**src/rtl/pc_sequencer_pkg.sv**
```systemverilog
// Shared definitions for the program-counter sequencer: next-PC source
// encodings, FSM state encodings and default parameter values.
package pc_sequencer_pkg;

    localparam int unsigned DEF_AW        = 31;
    localparam int unsigned DEF_INC       = 4;
    localparam int unsigned DEF_ALIGN     = 2;
    localparam int unsigned DEF_RESET_VEC = 0;
    localparam int unsigned DEF_ILLOP_VEC = 4;
    localparam int unsigned DEF_IRQ_VEC   = 8;

    localparam int unsigned PC_SEL_W = 2;
    localparam int unsigned STATE_W  = 2;

    // Next-PC source selected by the decode stage.
    typedef enum logic [PC_SEL_W-1:0] {
        PC_SEQ   = 2'b00,
        PC_BR    = 2'b01,
        PC_JMP   = 2'b10,
        PC_ILLOP = 2'b11
    } pc_sel_e;

    // Sequencer FSM states.
    typedef enum logic [STATE_W-1:0] {
        BOOT = 2'b00,
        RUN  = 2'b01,
        HALT = 2'b10
    } state_e;

endpackage

```
**src/rtl/pc_sequencer_if.sv**
```systemverilog
// Control/status bundle between the fetch-stage control and the PC sequencer.
//   Stall, Halt, Resume, PcSel, BranchTarget, JumpTarget, IrqReq : towards sequencer
//   Pc, PcInc, PcValid, IrqTaken, XpValue, Halted                : from sequencer
// master = the side driving control, slave = the sequencer itself.
interface pc_sequencer_if
    import pc_sequencer_pkg::*;
#(
    parameter int unsigned AW = DEF_AW
);
    logic                  Stall;
    logic                  Halt;
    logic                  Resume;
    logic [PC_SEL_W-1:0]   PcSel;
    logic [AW-1:0]         BranchTarget;
    logic [AW:0]           JumpTarget;
    logic                  IrqReq;
    logic [AW:0]           Pc;
    logic [AW:0]           PcInc;
    logic                  PcValid;
    logic                  IrqTaken;
    logic [AW:0]           XpValue;
    logic                  Halted;

    modport master (
        output Stall, Halt, Resume, PcSel, BranchTarget, JumpTarget, IrqReq,
        input  Pc, PcInc, PcValid, IrqTaken, XpValue, Halted
    );

    modport slave (
        input  Stall, Halt, Resume, PcSel, BranchTarget, JumpTarget, IrqReq,
        output Pc, PcInc, PcValid, IrqTaken, XpValue, Halted
    );

endinterface

```
**src/rtl/pc_incrementer.sv**
```systemverilog
// Sequential-address adder: adds INC to the low AW address bits, wrapping
// modulo 2^AW, and passes the supervisor bit (bit AW) through untouched.
//   pc_i     : current PC including supervisor bit
//   pc_inc_c : pc_i + INC (combinational)
module pc_incrementer
    import pc_sequencer_pkg::*;
#(
    parameter int unsigned AW  = DEF_AW,
    parameter int unsigned INC = DEF_INC
) (
    input  logic [AW:0] pc_i,
    output logic [AW:0] pc_inc_c
);

    // Carry out of the address field is dropped so it never flips privilege.
    assign pc_inc_c = {pc_i[AW], pc_i[AW-1:0] + AW'(INC)};

endmodule

```
**src/rtl/pc_sequencer.sv**
```systemverilog
// Fetch program counter with supervisor bit. Chooses the next PC from
// sequential, branch, jump, illegal-op trap and interrupt trap sources and
// handles stall, halt/resume and a one-cycle boot state after reset.
//   Clock, Reset_n : clock and asynchronous active-low reset
//   bus (slave)    : control in (Stall/Halt/Resume/PcSel/targets/IrqReq),
//                    status out (Pc/PcInc/PcValid/IrqTaken/XpValue/Halted)
module pc_sequencer
    import pc_sequencer_pkg::*;
#(
    parameter int unsigned AW        = DEF_AW,
    parameter int unsigned INC       = DEF_INC,
    parameter int unsigned ALIGN     = DEF_ALIGN,
    parameter int unsigned RESET_VEC = DEF_RESET_VEC,
    parameter int unsigned ILLOP_VEC = DEF_ILLOP_VEC,
    parameter int unsigned IRQ_VEC   = DEF_IRQ_VEC
) (
    input  logic          Clock,
    input  logic          Reset_n,
    pc_sequencer_if.slave bus
);

    // Loaded targets have their low ALIGN bits cleared.
    localparam logic [AW-1:0] ALIGN_MASK = {AW{1'b1}} << ALIGN;
    localparam logic [AW:0]   RESET_PC   = {1'b1, AW'(RESET_VEC) & ALIGN_MASK};
    localparam logic [AW:0]   ILLOP_PC   = {1'b1, AW'(ILLOP_VEC) & ALIGN_MASK};
    localparam logic [AW:0]   IRQ_PC     = {1'b1, AW'(IRQ_VEC) & ALIGN_MASK};

    state_e        state_q, state_d;
    logic [AW:0]   pc_q, pc_d;
    logic [AW:0]   xp_q, xp_d;
    logic          irq_pend_q, irq_pend_d;
    logic          irq_taken_q, irq_taken_d;
    logic          pc_valid_q, pc_valid_d;
    logic          halted_q, halted_d;
    logic [AW:0]   pc_inc_c;
    pc_sel_e       sel_c;

    assign sel_c = pc_sel_e'(bus.PcSel);

    pc_incrementer #(
        .AW  (AW),
        .INC (INC)
    ) u_inc (
        .pc_i     (pc_q),
        .pc_inc_c (pc_inc_c)
    );

    // State register.
    always_ff @(posedge Clock or negedge Reset_n) begin
        if (!Reset_n) begin
            state_q <= BOOT;
        end else begin
            state_q <= state_d;
        end
    end

    // Next-state logic; stall only blocks a halt request from RUN.
    always_comb begin
        state_d = state_q;
        unique case (state_q)
            BOOT:    state_d = RUN;
            RUN:     if (!bus.Stall && bus.Halt) state_d = HALT;
            HALT:    if (bus.Resume) state_d = RUN;
            default: state_d = BOOT;
        endcase
    end

    // Next PC, trap capture and interrupt bookkeeping.
    always_comb begin
        pc_d        = pc_q;
        xp_d        = xp_q;
        irq_taken_d = 1'b0;
        irq_pend_d  = irq_pend_q | (bus.IrqReq & (state_q != BOOT));
        pc_valid_d  = (state_d == RUN);
        halted_d    = (state_d == HALT);

        if (state_q == RUN && !bus.Stall) begin
            if (sel_c == PC_ILLOP) begin
                // Illegal op beats a pending interrupt, which stays pending.
                pc_d = ILLOP_PC;
                xp_d = pc_inc_c;
            end else if (irq_pend_q && !pc_q[AW]) begin
                // A request arriving in the trap cycle re-arms pending.
                pc_d        = IRQ_PC;
                xp_d        = pc_inc_c;
                irq_taken_d = 1'b1;
                irq_pend_d  = bus.IrqReq;
            end else begin
                case (sel_c)
                    // Jumps can drop but never raise the supervisor bit.
                    PC_JMP:  pc_d = {pc_q[AW] & bus.JumpTarget[AW],
                                     bus.JumpTarget[AW-1:0] & ALIGN_MASK};
                    PC_BR:   pc_d = {pc_q[AW], bus.BranchTarget & ALIGN_MASK};
                    default: pc_d = pc_inc_c;
                endcase
            end
        end
    end

    // Datapath and status registers.
    always_ff @(posedge Clock or negedge Reset_n) begin
        if (!Reset_n) begin
            pc_q        <= RESET_PC;
            xp_q        <= '0;
            irq_pend_q  <= 1'b0;
            irq_taken_q <= 1'b0;
            pc_valid_q  <= 1'b0;
            halted_q    <= 1'b0;
        end else begin
            pc_q        <= pc_d;
            xp_q        <= xp_d;
            irq_pend_q  <= irq_pend_d;
            irq_taken_q <= irq_taken_d;
            pc_valid_q  <= pc_valid_d;
            halted_q    <= halted_d;
        end
    end

    assign bus.Pc       = pc_q;
    assign bus.PcInc    = pc_inc_c;
    assign bus.PcValid  = pc_valid_q;
    assign bus.IrqTaken = irq_taken_q;
    assign bus.XpValue  = xp_q;
    assign bus.Halted   = halted_q;

endmodule

```
**src/flat_wrapper.sv**
```systemverilog
// flat-port wrapper written by rule: the top's interface ports become plain ports
module pc_sequencer_flat import pc_sequencer_pkg::*;
#(
    parameter int unsigned AW        = DEF_AW,
    parameter int unsigned INC       = DEF_INC,
    parameter int unsigned ALIGN     = DEF_ALIGN,
    parameter int unsigned RESET_VEC = DEF_RESET_VEC,
    parameter int unsigned ILLOP_VEC = DEF_ILLOP_VEC,
    parameter int unsigned IRQ_VEC   = DEF_IRQ_VEC
)
  (Clock, Reset_n, bus_Stall, bus_Halt, bus_Resume, bus_PcSel, bus_BranchTarget, bus_JumpTarget, bus_IrqReq, bus_Pc, bus_PcInc, bus_PcValid, bus_IrqTaken, bus_XpValue, bus_Halted);
  pc_sequencer_if #(.AW(AW)) bus_i ();
  input  logic Clock;
  input  logic Reset_n;
  input wire logic [$bits(bus_i.Stall)-1:0] bus_Stall;
  input wire logic [$bits(bus_i.Halt)-1:0] bus_Halt;
  input wire logic [$bits(bus_i.Resume)-1:0] bus_Resume;
  input wire logic [$bits(bus_i.PcSel)-1:0] bus_PcSel;
  input wire logic [$bits(bus_i.BranchTarget)-1:0] bus_BranchTarget;
  input wire logic [$bits(bus_i.JumpTarget)-1:0] bus_JumpTarget;
  input wire logic [$bits(bus_i.IrqReq)-1:0] bus_IrqReq;
  output wire logic [$bits(bus_i.Pc)-1:0] bus_Pc;
  output wire logic [$bits(bus_i.PcInc)-1:0] bus_PcInc;
  output wire logic [$bits(bus_i.PcValid)-1:0] bus_PcValid;
  output wire logic [$bits(bus_i.IrqTaken)-1:0] bus_IrqTaken;
  output wire logic [$bits(bus_i.XpValue)-1:0] bus_XpValue;
  output wire logic [$bits(bus_i.Halted)-1:0] bus_Halted;
  assign bus_i.Stall = bus_Stall;
  assign bus_i.Halt = bus_Halt;
  assign bus_i.Resume = bus_Resume;
  assign bus_i.PcSel = bus_PcSel;
  assign bus_i.BranchTarget = bus_BranchTarget;
  assign bus_i.JumpTarget = bus_JumpTarget;
  assign bus_i.IrqReq = bus_IrqReq;
  assign bus_Pc = bus_i.Pc;
  assign bus_PcInc = bus_i.PcInc;
  assign bus_PcValid = bus_i.PcValid;
  assign bus_IrqTaken = bus_i.IrqTaken;
  assign bus_XpValue = bus_i.XpValue;
  assign bus_Halted = bus_i.Halted;
  pc_sequencer #(.AW(AW), .INC(INC), .ALIGN(ALIGN), .RESET_VEC(RESET_VEC), .ILLOP_VEC(ILLOP_VEC), .IRQ_VEC(IRQ_VEC)) u_core (.Clock(Clock), .Reset_n(Reset_n), .bus(bus_i));
endmodule
```
**config.mk**
```make
export PLATFORM = sky130hd
export DESIGN_NAME = pc_sequencer_flat
export DESIGN_NICKNAME = d
export VERILOG_FILES = /design/src/rtl/pc_sequencer_pkg.sv /design/src/rtl/pc_sequencer_if.sv /design/src/rtl/pc_incrementer.sv /design/src/rtl/pc_sequencer.sv /design/src/flat_wrapper.sv
export SDC_FILE = /design/constraint.sdc
export NUM_CORES = 1
export LEC_CHECK = 0
export ABC_AREA = 1
export BUFFER_PORTS_ARGS = -buffer_cell sky130_fd_sc_hd__buf_2
export CAP_MARGIN = 30
export CORE_MARGIN = 10
export CORE_UTILIZATION = 49
export DETAILED_ROUTE_END_ITERATION = 6
export PLACE_DENSITY_LB_ADDON = 0.12
export RECOVER_POWER = 50
export SLEW_MARGIN = 20
export SYNTH_ARGS = -nofsm -noshare
export SYNTH_HDL_FRONTEND = slang
export SYNTH_SLANG_ARGS = --single-unit
```
**constraint.sdc**
```tcl
create_clock -name Clock -period 1.8 [get_ports Clock]
set_input_delay 0.09 -clock Clock [delete_from_list [all_inputs] [get_ports Clock]]
set_output_delay 0.09 -clock Clock [all_outputs]
set_load 0.02 [all_outputs]
```
### Word level (Yosys, flattened, before mapping)

Cells that the tools add are included.

| word-level totals | value |
|---|---|
| register bits | 70 |

| cells by class | value |
|---|---|
| $add $sub $neg | 1 |
| equal/unequal tests | 8 |
| muxes and demuxes | 14 |
| bitwise gates (word level) | 3 |
| reduce and logical (&&, ||, !) cells | 11 |

Operators by type and width:

| operator | count |
|---|---|
| two-way mux 32 bit | 4 |
| one-hot mux 32 bit (2 select lines) | 1 |
| adder 31 x 3 -> 31 bit (second input constant) | 1 |
| == test 2 bit (second input constant) | 4 |
| == test 2 x 1 -> 1 bit (second input constant) | 3 |
| two-way mux 1 bit | 6 |
| one-hot mux 2 bit (3 select lines) | 1 |
| two-way mux 2 bit | 2 |
| nonzero test 2 bit | 2 |
| logical AND 1 bit | 3 |
| != test 3 x 1 -> 1 bit (second input constant) | 1 |
| AND reduction 3 bit | 1 |
| nonzero test 3 bit | 1 |
| AND 1 bit | 2 |
| zero test 1 bit | 2 |
| zero test 2 bit | 1 |
| AND reduction 2 bit | 1 |
| OR 1 bit | 1 |

### Logic depth before layout (Yosys ltp)

Gate-level depths: netlist of run 1.

| logic depth | value |
|---|---|
| word-level depth | 6 |
| gate-level depth with buffers | 10 |

### By module

A second synthesis of run 1 with hierarchy kept.

| second synthesis, totals | value |
|---|---|
| cells, all modules | 618 |
| area total of the unflattened synthesis | 4310.4 um2 |

Modules (own cells, without submodules):

| module | times used | cells an instance | area an instance (um2) |
|---|---|---|---|
| pc_sequencer | 1 | 454 | 3475.8 |
| pc_incrementer | 1 | 164 | 834.6 |

### Worst setup path after synthesis of run 1

Ideal clock, no wire load.

| timing path | value |
|---|---|
| kind | register to register |
| start point | register u_core.pc_q[3], in the netlist u_core.bus.Pc[3] |
| end point | register u_core.pc_q[10], in the netlist u_core.bus.Pc[10] |
| library setup time | 0.066 ns |
| arrival time | 1.761 ns |
| slack | -0.026 ns |
| stages on the path, launching flop included | 8 |
| period minus slack after synthesis | 1.826 ns |
| path through | dfrtp_1 ha_1 nand2_1 nor2_4 nand2_4 xnor2_1 o21ai_1 nand2_1 |

| on the way | value |
|---|---|
| longest elaborated chain between the ends | 4 |

RTL lines:

| item | line | RTL |
|---|---|---|
| start, declared | pc_sequencer.sv:29 | `logic [AW:0] pc_q, pc_d;` |
| start signal, assigned | pc_sequencer.sv:110 | `pc_q <= pc_d;` |
| adder 31 x 3 -> 31 bit | pc_incrementer.sv:16 | `assign pc_inc_c = {pc_i[AW], pc_i[AW-1:0] + AW'(INC)};` |
| named net bus_PcInc[10] | flat_wrapper.sv:23 | `output wire logic [$bits(bus_i.PcInc)-1:0] bus_PcInc;` |
| one-hot mux 32 bit (2 select lines) | pc_sequencer.sv:89 | `case (sel_c)` |
| two-way mux 32 bit | pc_sequencer.sv:82 | `end else if (irq_pend_q && !pc_q[AW]) begin` |
| two-way mux 32 bit | pc_sequencer.sv:78 | `if (sel_c == PC_ILLOP) begin` |

The timed path passes the listed nets, and every way through them passes these cells. The select of a mux whose other input is x is not followed.
A chain may end at the register's enable or synchronous reset.

### Final worst setup path of run 1

| timing path | value |
|---|---|
| start point | register u_core.pc_q[3], in the netlist u_core.bus.Pc[3] |
| end point | output bus_PcInc[14] |

| on the way | value |
|---|---|
| longest elaborated chain between the ends | 1 |

RTL lines:

| item | line |
|---|---|
| adder 31 x 3 -> 31 bit | pc_incrementer.sv:16 |
| end, declared | flat_wrapper.sv:23 |

Every way passes these cells.

==> metrics.yaml, run 1 <==
hp-class: "input pin to register"
yosys-top-cells-count: "nand2_1 (237), dfrtp_1 (65), a21oi_1 (48), nor2_1 (48), inv_1 (46)"
syn_area_per_cell_um2: 6.874
cts_sinks: 66
yosysWarnings: 0
slowest_stage: "dfrtp_1"
r2r_slack_ns: 0.05
core_area_mm2: 0.008175
place_ws_ns: 0.08305
port_buffers: 159
grt_overflow: 0
wl_met1_um: 6311
layout-drive-gt1-share_pct: 38.28
tns_ns: -1.981
ys_top_cells_by_area: "dfrtp_1 (40%), nand2_1 (22%), a21oi_1 (5.9%)"
maxSlewViolCount: 0
dieWidth_um: 111.5
clock_latency_ns: 0.35
highest_layer: "met4"
whs_endpoint: "u_core.bus.Pc[31]$_DFFE_PN1P_"
reg2reg_depth: 9
rsz0062_at_grt: "yes"
crit_chain: "ha_2 -> nand2_2 -> nor2_4 -> nand2_4 -> buf_4 -> o21ai_4 -> nand2_2 -> buf_4"
grtUsageTotal_pct: 23.38
cts_tree: "built"
drc_errors: 0
p_total_mw: 9.757
wirelength_um: 15810
routedWlPerCell_um: 17.19
final_area_mm2: 0.006080
async_flop_share_pct: 100.0
critPathMaxStageDelay_ns: 0.39
cts_max_level: 3
period_minus_slack_ns: 1.965
crit_required_ns: 1.71
initialDrtViolationCount: 278
timing.rr.start: "u_core.bus.Pc[3]$_DFFE_PN0P_"
min_path_cells: 3
post_dp_cell_area_mm2: 0.005070
cp_max_fo: 6
status: "finished, violations left"
rows: 33
synth_top_area_share_pct: 39.63
vias: 4838
syn_to_final_growth_pct: 48.14
grt_max_degree: 67
place_hpwl_um: 11240
cts.path.max_buffers: 2
cts_inserted_buffers: 9
nNetsFinal: 886
fin_util_pct: 74.36
max-cap-violations: 0
worst_pin_slew_ns: 0.9272
antenna_found_initial: 0
max_freq_ghz: 0.5089
synth_area_leader_cell: "dfrtp_1"
startpoint_type: "register"
grt_pass1_vias: 4713
die-area_mm2: 0.01244
crit_family: "simple AND/OR/NAND/NOR gates"
r2r-end: "u_core.bus.Pc[8]$_DFFE_PN0P_"
clk_pin_slew_ns: 0.08
peakVddDrop_mv: 0.8410
yosysMostFrequentCell: "nand2_1"
grt_pass1_wl_um: 23920
arrival_ns: 1.87
syn_area_mm2: 0.004104
setup_viol: 20
viasPerCell: 5.259
synth_edf_count: 0
cts_root_buf: "clkbuf_8"
ys_seq_elements: 66
violations: "setup timing"
ios: 170
post-route-period-util_pct: 109.2
leakagePower_nw: 3.085
min_from: "bus_JumpTarget[31]"
synth_cells: 597
first_pass_iters: 5
finalClockSkew_ns: 0.01305
diodes: 0
powerDensity_mw_per_mm2: 1605
slew_headroom_pct: 38.18
wl_met2_um: 7715
synth_top_flop_cell: "dfrtp_1"
synth.yosys.seq_area_share_pct: 40.27
setup_slack_ns: -0.1649
hold_violations: 0
synth.distinct_cells: 32
die_y_um: 111.5
gp_routability_congestion: 0.9336
cp-end-kind: "output pin"
start_util_pct: 50.20
path_buf_inv: 2
path_class: "register to output pin"
drtAntennaViolNets: 0
met3_length_um: 1351
-- worst register-to-register path: cells and delay by family, from the launching register on --
family | cells | cell delay, ns
DFF | 1 | 0.39
adders and majority gates | 1 | 0.21
xor gates and xnor gates | 1 | 0.20
buffers and inverters | 2 | 0.28
AOI/OAI and AO/OA | 1 | 0.20
and+or+nand+nor | 4 | 0.38
-- cell type report --
class                      instances  area, um^2
multi-input combinational        461        2502
fill                             682        2096
clock inverter                     5       80.08
tap                              105       131.4
clock buffer                      10       127.6
inverter                          46       172.7
sequential                        66        1665
timing repair buffer             227        1400
-- state kept, by name, indices dropped and copies added, names as in the netlist --
register,count
u_core.bus.Pc,30
u_core.bus.XpValue,30
u_core.bus.IrqTaken,1
u_core.state_q,2
u_core.bus.Halted,1
u_core.bus.PcValid,1
u_core.irq_pend_q,1
-- how the worst max path moves through the flow --
stage,start,slack [ns],end,cells after the start
2_1_floorplan,u_core.bus.Pc[2]$_DFFE_PN0P_,0.007,u_core.bus.Pc[9]$_DFFE_PN0P_,6
3_3_place_gp,u_core.bus.Pc[2]$_DFFE_PN0P_,0.12,bus_PcInc[24],8
3_5_place_dp,u_core.bus.Pc[2]$_DFFE_PN0P_,0.08,bus_PcInc[24],8
4_1_cts,u_core.bus.Pc[3]$_DFFE_PN0P_,-0.15,bus_PcInc[30],9
5_1_grt,u_core.bus.Pc[3]$_DFFE_PN0P_,-0.24,bus_PcInc[14],8
6_report,u_core.bus.Pc[3]$_DFFE_PN0P_,-0.16,bus_PcInc[14],8
-- repair_timing --
action,CTS,global route
resized for setup,72,71
hold buffers,3,0
cloned,0,0
setup buffers,24,20
pin swaps,16,27
setup endpoints to repair,24,31
hold endpoints to repair,68,0
-- kinds of logic (layout without fill, tap and decap cells) --
family,count (synthesis),count (layout),share of synthesized area (%)
xor gates and xnor gates,7,7,1.494
AOI/OAI and AO/OA,98,98,13.14
DFF,66,66,40.27
buffers and inverters,75,288,8.232
and+or+nand+nor,346,346,35.55
other,1,6,0.09138
adders and majority gates,4,4,1.220
-- placed cells by master (no fill, tap or decap), types with 3 or more instances in the layout --
cell / instances
buf_6: 19
buf_4: 66
nor2_4: 19
nor2_1: 35
o21ai_2: 5
nand2_2: 37
a31oi_1: 12
nand2_4: 8
clkbuf_1: 31
nor2_2: 5
xnor2_4: 3
conb_1: 6
o31ai_1: 3
dfrtp_2: 10
a21oi_1: 48
dlygate4sd3_1: 3
o21ai_0: 21
ha_1: 3
inv_1: 44
nand3_2: 5
buf_2: 108
dfrtp_1: 55
nand3_1: 35
clkbuf_8: 9
o21ai_4: 3
nand2_1: 198
-- metal layers --
metal | GRT usage (%) | vias to the layer above
li1 | - | 2315
met3 | 5.690 | 37
met2 | 39.74 | 229
met1 | 28.37 | 2257
met4 | 7.712 | 0
met5 | 0 | -
-- stage by stage --
step	instances	hold slack, ns
finish	920	0.04217
global placement	858	0.1419
floorplan	602	-0.2056
detailed placement	858	0.1413
global route	920	0.05539
CTS	900	0.03640
-- power by group --
| part | switching, mW | internal, mW |
|---|---|---|
| sequential | 0.667 | 2.14 |
| clock | 0.608 | 0.771 |
| combinational | 3.48 | 2.09 |
| total | 4.75 | 5.00 |
Note: power is estimated with default switching activity, not from simulation.
==> inputs of run 2 (changes only) <==
- CTS_BUF_LIST: unset -> sky130_fd_sc_hd__clkbuf_8 sky130_fd_sc_hd__clkbuf_16
==> run 2 against run 1 <==
The flow still finishes with violations (setup timing). Clock-buffer cell count down 1. Register-to-register slack is essentially flat. Fmax hardly changed. Utilization is the same. Non-clock buffer count unchanged. Die area did not move. Highest routed layer unchanged.
==> metrics.yaml, run 2 (same netlist as run 1, synthesis figures left out) <==
status: "finished, violations left"
violations: "setup timing"
die-area_mm2: 0.01244
tns_ns: -1.959
die_y_um: 111.5
maxSlewViolCount: 0
vias: 4816
cts.path.max_buffers: 2
clk_pin_slew_ns: 0.08
post-route-period-util_pct: 109.1
rsz0062_at_grt: "yes"
slowest_stage: "dfrtp_1"
r2r-end: "u_core.bus.Pc[8]$_DFFE_PN0P_"
drtAntennaViolNets: 0
clock_latency_ns: 0.35
period_minus_slack_ns: 1.965
crit_required_ns: 1.71
ios: 170
cp-end-kind: "output pin"
powerDensity_mw_per_mm2: 1603
crit_chain: "ha_2 -> nand2_2 -> nor2_4 -> nand2_4 -> buf_4 -> o21ai_4 -> nand2_2 -> buf_4"
initialDrtViolationCount: 279
cts_root_buf: "clkbuf_8"
routedWlPerCell_um: 17.18
nFillCells: 682
reg2reg_depth: 9
diodes: 0
max-cap-violations: 0
port_buffers: 159
dieWidth_um: 111.5
wirelength_um: 15810
finalClockSkew_ns: 0.01261
cts_inserted_buffers: 9
syn_to_final_growth_pct: 48.14
grt_pass1_wl_um: 23920
core_area_mm2: 0.008175
first_pass_iters: 5
grt_pass1_vias: 4713
cts_sinks: 66
final_common_cell: "nand2_1"
hold_violations: 0
gp_routability_congestion: 0.9336
worst_pin_slew_ns: 0.9342
grt_max_degree: 67
grt_overflow: 0
hp-class: "input pin to register"
peakVddDrop_mv: 0.8409
slew_headroom_pct: 37.72
antenna_found_initial: 0
path_class: "register to output pin"
nNetsFinal: 886
min_from: "bus_JumpTarget[31]"
leakagePower_nw: 3.089
whs_endpoint: "u_core.bus.Pc[31]$_DFFE_PN1P_"
start_util_pct: 50.20
place_ws_ns: 0.08305
layout-drive-gt1-share_pct: 38.28
min_path_cells: 3
startpoint_type: "register"
setup_slack_ns: -0.1645
timing.rr.start: "u_core.bus.Pc[3]$_DFFE_PN0P_"
cts_max_level: 3
r2r_slack_ns: 0.05
cts_tree: "built"
cp_max_fo: 6
drc_errors: 0
grtUsageTotal_pct: 23.38
setup_viol: 20
arrival_ns: 1.87
max_freq_ghz: 0.5090
critPathMaxStageDelay_ns: 0.39
place_hpwl_um: 11240
final_cell_mix: "nand2_1 (198), buf_2 (108), buf_4 (66)"
viasPerCell: 5.235
rows: 33
-- run 2: changes by cell type in the layout (fill, tap and decap cells not counted), sizes merged --
cell / delta
clkbuf: -1
inv: +1
-- run 2: worst max-delay path by stage --
stage | from | to | slack [ns]
2_1_floorplan | u_core.bus.Pc[2]$_DFFE_PN0P_ | u_core.bus.Pc[9]$_DFFE_PN0P_ | 0.007
5_1_grt | u_core.bus.Pc[3]$_DFFE_PN0P_ | bus_PcInc[14] | -0.24
6_report | u_core.bus.Pc[3]$_DFFE_PN0P_ | bus_PcInc[14] | -0.16
4_1_cts | u_core.bus.Pc[3]$_DFFE_PN0P_ | bus_PcInc[30] | -0.15
3_3_place_gp | u_core.bus.Pc[2]$_DFFE_PN0P_ | bus_PcInc[24] | 0.12
3_5_place_dp | u_core.bus.Pc[2]$_DFFE_PN0P_ | bus_PcInc[24] | 0.08
-- run 2: layout make-up --
cell class	count	area, um^2	share of cell area [%]
clock buffers	9	123.9	2.037
multi-input cells	461	2502	41.16
clock inverters	6	83.83	1.379
well taps	105	131.4	2.161
repair buffers	227	1400	23.03
inverters	46	172.7	2.840
flip-flops and latches	66	1665	27.39
-- run 2: report_power, final --
| group | internal [mW] | switching (mW) |
|---|---|---|
| logic | 2.09 | 3.48 |
| clock network | 0.765 | 0.607 |
| registers | 2.14 | 0.666 |
| total | 5.00 | 4.75 |
-- run 2: routing by layer --
layer  routed length (um)  part of all wire (%)  GRT usage, %  vias up
li1                     -                     -             -     2315
met1                 6369                    40         28.37     2245
met2                 7694                    49         39.74      219
met3                 1309                   8.3         5.690       37
met4                  435                   2.8         7.712        0
met5                    0                     0             0        -
-- run 2: repair_timing --
action / in CTS / in global routing
endpoints found under the setup margin: 24 / 31
cloned: 0 / 0
pin swaps: 16 / 27
endpoints found under the hold margin: 68 / 0
buffers inserted: 24 / 20
gates resized for setup: 72 / 71
hold buffers: 3 / 0
-- run 2: stage by stage --
step           power (mW)  hold WS [ns]  cell area (um^2)  cells  util [%]
2_1_floorplan       5.540       -0.2056              4138    602         -
3_3_place_gp        7.251        0.1419              5070    858     62.01
3_5_place_dp        7.337        0.1413              5070    858     62.01
4_1_cts             9.309       0.03609              5722    900     69.99
5_1_grt             10.34       0.05523              6080    920     74.36
6_report            9.748       0.04222              6080    920     74.36
-- run 2: critical path, delay by kind of cell, from the launching register on --
kind / cells / cell delay (ns)
buf+inv: 2 / 0.33
simple gates: 4 / 0.46
flops: 1 / 0.39
fa+ha+maj: 1 / 0.21
compound gates: 1 / 0.15
